### src/rtl/dmem_arbiter.sv
// -----------------------------------------------------------------------------
// dmem_arbiter
//
// Shares the single port of the data RAM between the pipeline MEM stage and a
// debug read requester. The pipeline owns the port by default. A debug read is
// slotted into a cycle where the MEM stage does not use the RAM. The read
// returns in dbg_rdata together with a one-cycle dbg_ack, two cycles after the
// grant cycle.
//
// Optional feature (compile-time macro DMEM_ARB_STARVE_EN):
//   When defined, a starvation counter tracks how many IDLE cycles a pending
//   debug request has lost to the pipeline. Once the count reaches
//   STARVE_LIMIT, the grant is forced and the pipeline is stalled for that one
//   cycle. When undefined, no counter exists, pipe_stall is constant 0 and
//   debug is granted only in cycles with pipe_en = 0.
//
// Parameters
//   ADDR_W        word-address width of the shared data RAM
//   STARVE_LIMIT  waiting cycles before a forced debug grant (starvation build)
//
// Ports
//   clk          single clock, all state on rising edge
//   reset        asynchronous, active-high reset
//   pipe_en      MEM-stage access valid this cycle
//   pipe_we      MEM-stage byte write enables (0000 = read)
//   pipe_addr    MEM-stage word address
//   pipe_wdata   MEM-stage store data
//   pipe_stall   freeze pipeline; MEM access not performed this cycle
//   dbg_req      debug read request, level, held until dbg_ack
//   dbg_addr     debug read word address, stable while dbg_req is high
//   dbg_ack      one-cycle pulse, dbg_rdata valid
//   dbg_rdata    registered debug read data, held until the next capture
//   ram_wea      RAM byte write enables
//   ram_addra    RAM word address
//   ram_dina     RAM write data
//   ram_douta    RAM read data (1-cycle synchronous read latency)
// -----------------------------------------------------------------------------
module dmem_arbiter #(
  parameter int ADDR_W       = 13,
  parameter int STARVE_LIMIT = 8
) (
  input  logic              clk,
  input  logic              reset,
  input  logic              pipe_en,
  input  logic [3:0]        pipe_we,
  input  logic [ADDR_W-1:0] pipe_addr,
  input  logic [31:0]       pipe_wdata,
  output logic              pipe_stall,
  input  logic              dbg_req,
  input  logic [ADDR_W-1:0] dbg_addr,
  output logic              dbg_ack,
  output logic [31:0]       dbg_rdata,
  output logic [3:0]        ram_wea,
  output logic [ADDR_W-1:0] ram_addra,
  output logic [31:0]       ram_dina,
  input  logic [31:0]       ram_douta
);

  localparam logic [1:0] IDLE    = 2'd0;
  localparam logic [1:0] DBG_RD  = 2'd1;
  localparam logic [1:0] DBG_ACK = 2'd2;

  logic [1:0]  state_r;
  logic [1:0]  state_nxt_s;
  logic        grant_s;
  logic        force_s;
  logic        dbg_ack_r;
  logic [31:0] dbg_rdata_r;

`ifdef DMEM_ARB_STARVE_EN
  // Wide enough to hold STARVE_LIMIT itself; at least one bit.
  localparam int CNT_W = (STARVE_LIMIT < 1) ? 1 : $clog2(STARVE_LIMIT + 1);
  localparam logic [CNT_W-1:0] CNT_LIMIT = CNT_W'(STARVE_LIMIT);

  logic [CNT_W-1:0] starve_cnt_r;
  logic             waiting_s;

  // A request is losing to the pipeline only while we sit in IDLE.
  assign waiting_s = (state_r == IDLE) && dbg_req && pipe_en;
  assign force_s   = waiting_s && (starve_cnt_r >= CNT_LIMIT);

  // Starvation counter: count lost cycles, clear whenever debug is granted.
  always_ff @(posedge clk or posedge reset) begin
    if (reset) begin
      starve_cnt_r <= {CNT_W{1'b0}};
    end else if (grant_s) begin
      starve_cnt_r <= {CNT_W{1'b0}};
    end else if (waiting_s) begin
      starve_cnt_r <= starve_cnt_r + CNT_W'(1);
    end else begin
      starve_cnt_r <= starve_cnt_r;
    end
  end
`else
  // No starvation counter in this build: a forced grant can never happen.
  // The comparison is false for every legal STARVE_LIMIT and keeps the
  // parameter referenced so both builds share one parameter list.
  assign force_s = (STARVE_LIMIT < 0);
`endif

  // Debug wins the port in IDLE when the pipeline leaves it free, or when the
  // starvation limit has been reached.
  assign grant_s = (state_r == IDLE) && dbg_req && (!pipe_en || force_s);

  // Next-state logic for the debug read sequence.
  always_comb begin
    state_nxt_s = state_r;
    case (state_r)
      IDLE: begin
        if (grant_s) begin
          state_nxt_s = DBG_RD;
        end else begin
          state_nxt_s = IDLE;
        end
      end
      DBG_RD:  state_nxt_s = DBG_ACK;
      // dbg_req is still high here but must not start a second read.
      DBG_ACK: state_nxt_s = IDLE;
      default: state_nxt_s = IDLE;
    endcase
  end

  // State register; reset aborts any debug read in flight.
  always_ff @(posedge clk or posedge reset) begin
    if (reset) begin
      state_r <= IDLE;
    end else begin
      state_r <= state_nxt_s;
    end
  end

  // Acknowledge is the cycle after the capture cycle, exactly one cycle wide.
  always_ff @(posedge clk or posedge reset) begin
    if (reset) begin
      dbg_ack_r <= 1'b0;
    end else begin
      dbg_ack_r <= (state_r == DBG_RD);
    end
  end

  // Capture RAM read data during DBG_RD; hold it until the next capture.
  always_ff @(posedge clk or posedge reset) begin
    if (reset) begin
      dbg_rdata_r <= 32'h0000_0000;
    end else if (state_r == DBG_RD) begin
      dbg_rdata_r <= ram_douta;
    end else begin
      dbg_rdata_r <= dbg_rdata_r;
    end
  end

  // RAM port mux. The pipeline owns the port in every cycle except the debug
  // grant cycle. Reset forces a read so that no write can reach the RAM while
  // reset is asserted.
  always_comb begin
    ram_wea    = 4'b0000;
    ram_addra  = pipe_addr;
    ram_dina   = pipe_wdata;
    pipe_stall = 1'b0;
    if (reset) begin
      ram_wea    = 4'b0000;
      pipe_stall = 1'b0;
    end else if (grant_s) begin
      // Only a forced grant steals a cycle the pipeline wanted.
      ram_addra  = dbg_addr;
      ram_wea    = 4'b0000;
      pipe_stall = force_s;
    end else if (pipe_en) begin
      ram_wea    = pipe_we;
    end else begin
      ram_wea    = 4'b0000;
    end
  end

  assign dbg_ack   = dbg_ack_r;
  assign dbg_rdata = dbg_rdata_r;

endmodule
### config.mk
export PLATFORM = sky130hd
export DESIGN_NAME = dmem_arbiter
export DESIGN_NICKNAME = d
export VERILOG_FILES = /design/src/rtl/dmem_arbiter.sv
export SDC_FILE = /design/constraint.sdc
export NUM_CORES = 1
export LEC_CHECK = 0
export CORE_ASPECT_RATIO = 1.75
export CORE_UTILIZATION = 31
export DETAILED_ROUTE_END_ITERATION = 16
export PLACE_DENSITY = 0.95
export SLEW_MARGIN = 20
export SYNTH_ARGS = -nofsm -noshare
export SYNTH_HDL_FRONTEND = slang
export SYNTH_SLANG_ARGS = --single-unit
### constraint.sdc
create_clock -name clk -period 4.1 [get_ports clk]
set_input_delay 0.82 -clock clk [delete_from_list [all_inputs] [get_ports clk]]
set_output_delay 0.82 -clock clk [all_outputs]
set_load 0.05 [all_outputs]
==> metrics.cfg <==
[clocking]
clock_sinks = 34
root_buffer = clkbuf_8
cts_resized = 0
cts_hold_buf = 0
htree_levels = 2
numCtsBuffers = 5
clk_pin_slew_ns = 0.06
clk_latency_ns = 0.28
clock_path_buffers = 2
post_cts_buffers = 0
cts_tree = yes

[placed_design]
hpwl_um = 4910
place_congestion = 0.729
port_buffers = 115
pre_cts_ws_ns = 0.689

[synth]
syn_nets = 225
syn_area_um2 = 1770
yosys_warnings = 0
synth_cell_types = 14
synth_cells = 127
yosysSeqAreaShare_pct = 48.1
synth_seq_cells = 34
avgSynthCellArea_um2 = 13.9

[setup_path]
end_kind = output pin
critPathKind = in -> out
cp-start-kind = primary input
path_max_fanout = 4
required_ns = 3.28
cp.arrival_ns = 2.57
reg2reg_slack_ns = 2.64

[worst_hold_path]
hp-class = reg -> reg

[finish]
final_nets = 311
drive_gt1_share_pct = 31.9
final_common_cell = clkdlybuf4s50_1
layout_common_cells = clkdlybuf4s50_1, dfrtp_1, mux2_2
area_delta_synth_final_pct = 57.2
n_antenna_cell = 0

[outcome]
status = finished clean

[global_route]
grt_pass1_wl_um = 7820
grt_usage_pct = 19.0
overflow = 0
grtUsageMet1_pct = 15.1
top_usage_layer = met2
grt_pass1_vias = 1341
met2_usage_pct = 29.0
grt_max_degree = 35
use_met3_pct = 16.3
antenna_found_initial = 0

[timing]
whs_ns = 0.490
rsz0062_at_grt = no
setup_viol = 0
hold_violations = 0
slew_viol_final = 0
max_slew_margin_pct = 65.1
finClkSkew_ns = 0.00677
tightest_slew_ns = 0.522
finalSetupTns_ns = 0
finalCritPeriodShare_pct = 82.8
fmax_mhz = 295
fin_crit_ns = 3.39
setup_slack_ns = 0.705

[drt]
wl_per_cell_um = 20.0
vias = 1285
routed_wl_um = 5780
dr.pass1.iters = 4
drc = 0
drtAntennaViolNets = 0
drtIter0Drc = 18
viasPerCell = 4.45

[run]
cap_violations = 0

[floorplan]
rows = 36
dieArea_um2 = 6030
die_y_um = 102
start_util_pct = 32.0
ios = 181
core_area_um2 = 5540
die_x_um = 59.1

[power]
power_density_nw_per_um2 = 493
p_leak_nw = 1.16
ir_drop_v = 0.000271

layout make-up:
cell class                 instances  area (um2)
timing repair buffer             117        1130
tap                               76        95.1
inverter                           1        3.75
sequential                        34         851
clock inverter                     2        10.0
fill                             494        2760
multi-input combinational         54         621
clock buffer                       5        68.8
Yosys cell counts:
| master | count | area, um2 |
|---|---|---|
| nor2b_1 | 1 | 6.26 |
| inv_1 | 1 | 3.75 |
| buf_2 | 1 | 5.00 |
| conb_1 | 1 | 3.75 |
| and2_4 | 1 | 8.76 |
| nor2b_2 | 1 | 8.76 |
| buf_12 | 1 | 20.0 |
| buf_4 | 36 | 270 |
| mux2_1 | 2 | 22.5 |
| and2_1 | 4 | 25.0 |
| dfrtp_1 | 34 | 851 |
| nor4b_4 | 1 | 23.8 |
| mux2_4 | 10 | 150 |
| mux2_2 | 33 | 372 |
final timing paths:
check | startpoint | endpoint | depth (start not counted)
worst max register to register | dbg_ack | dbg_rdata[2] | 3
min in group asynchronous | reset | dbg_rdata[2] | 3
worst max-delay path | pipe_en | ram_wea[1] | 4
worst min-delay path | state_r[0] | state_r[0] | 1
max in group asynchronous | reset | dbg_rdata[18] | 3
worst min register to register | state_r[0] | state_r[0] | 1
flip-flops by register name, indices dropped and copies added (netlist names):
name       cells
dbg_rdata     32
state_r        1
dbg_ack        1
metrics by stage:
step           power (W)  instances  area, um2  util [%]
6_report         0.00137        289       2780      50.2
5_1_grt          0.00143        289       2780      50.2
3_3_place_gp     0.00114        282       2700      48.8
4_1_cts          0.00139        289       2780      50.2
3_5_place_dp     0.00115        282       2700      48.8
2_1_floorplan   0.000972        127       1770         -
power by group:
group | total [W] | internal (W) | switching [W]
Combinational | 0.000685 | 0.000272 | 0.000413
Sequential | 0.000456 | 0.000414 | 0.0000419
Clock | 0.000229 | 0.000114 | 0.000115
routing by layer:
metal  part of all wire (%)  vias to the layer above
met5                      0                        -
met4                    6.7                        0
met3                     22                       32
met2                     45                       94
met1                     26                      598
li1                       -                      561
worst max-delay path, stage by stage:
cell and delay [ns]:
clkdlybuf4s50_1 0.52, nor2b_1 0.26, and2_1 0.17, clkdlybuf4s50_1 0.80
logic make-up after synthesis:
group,share of synthesized area [%]
DFF,48.1
muxes,30.7
other,0.212
buffers and inverters,16.9
and+or+nand+nor,4.10
(Power assumes the default switching activity.)
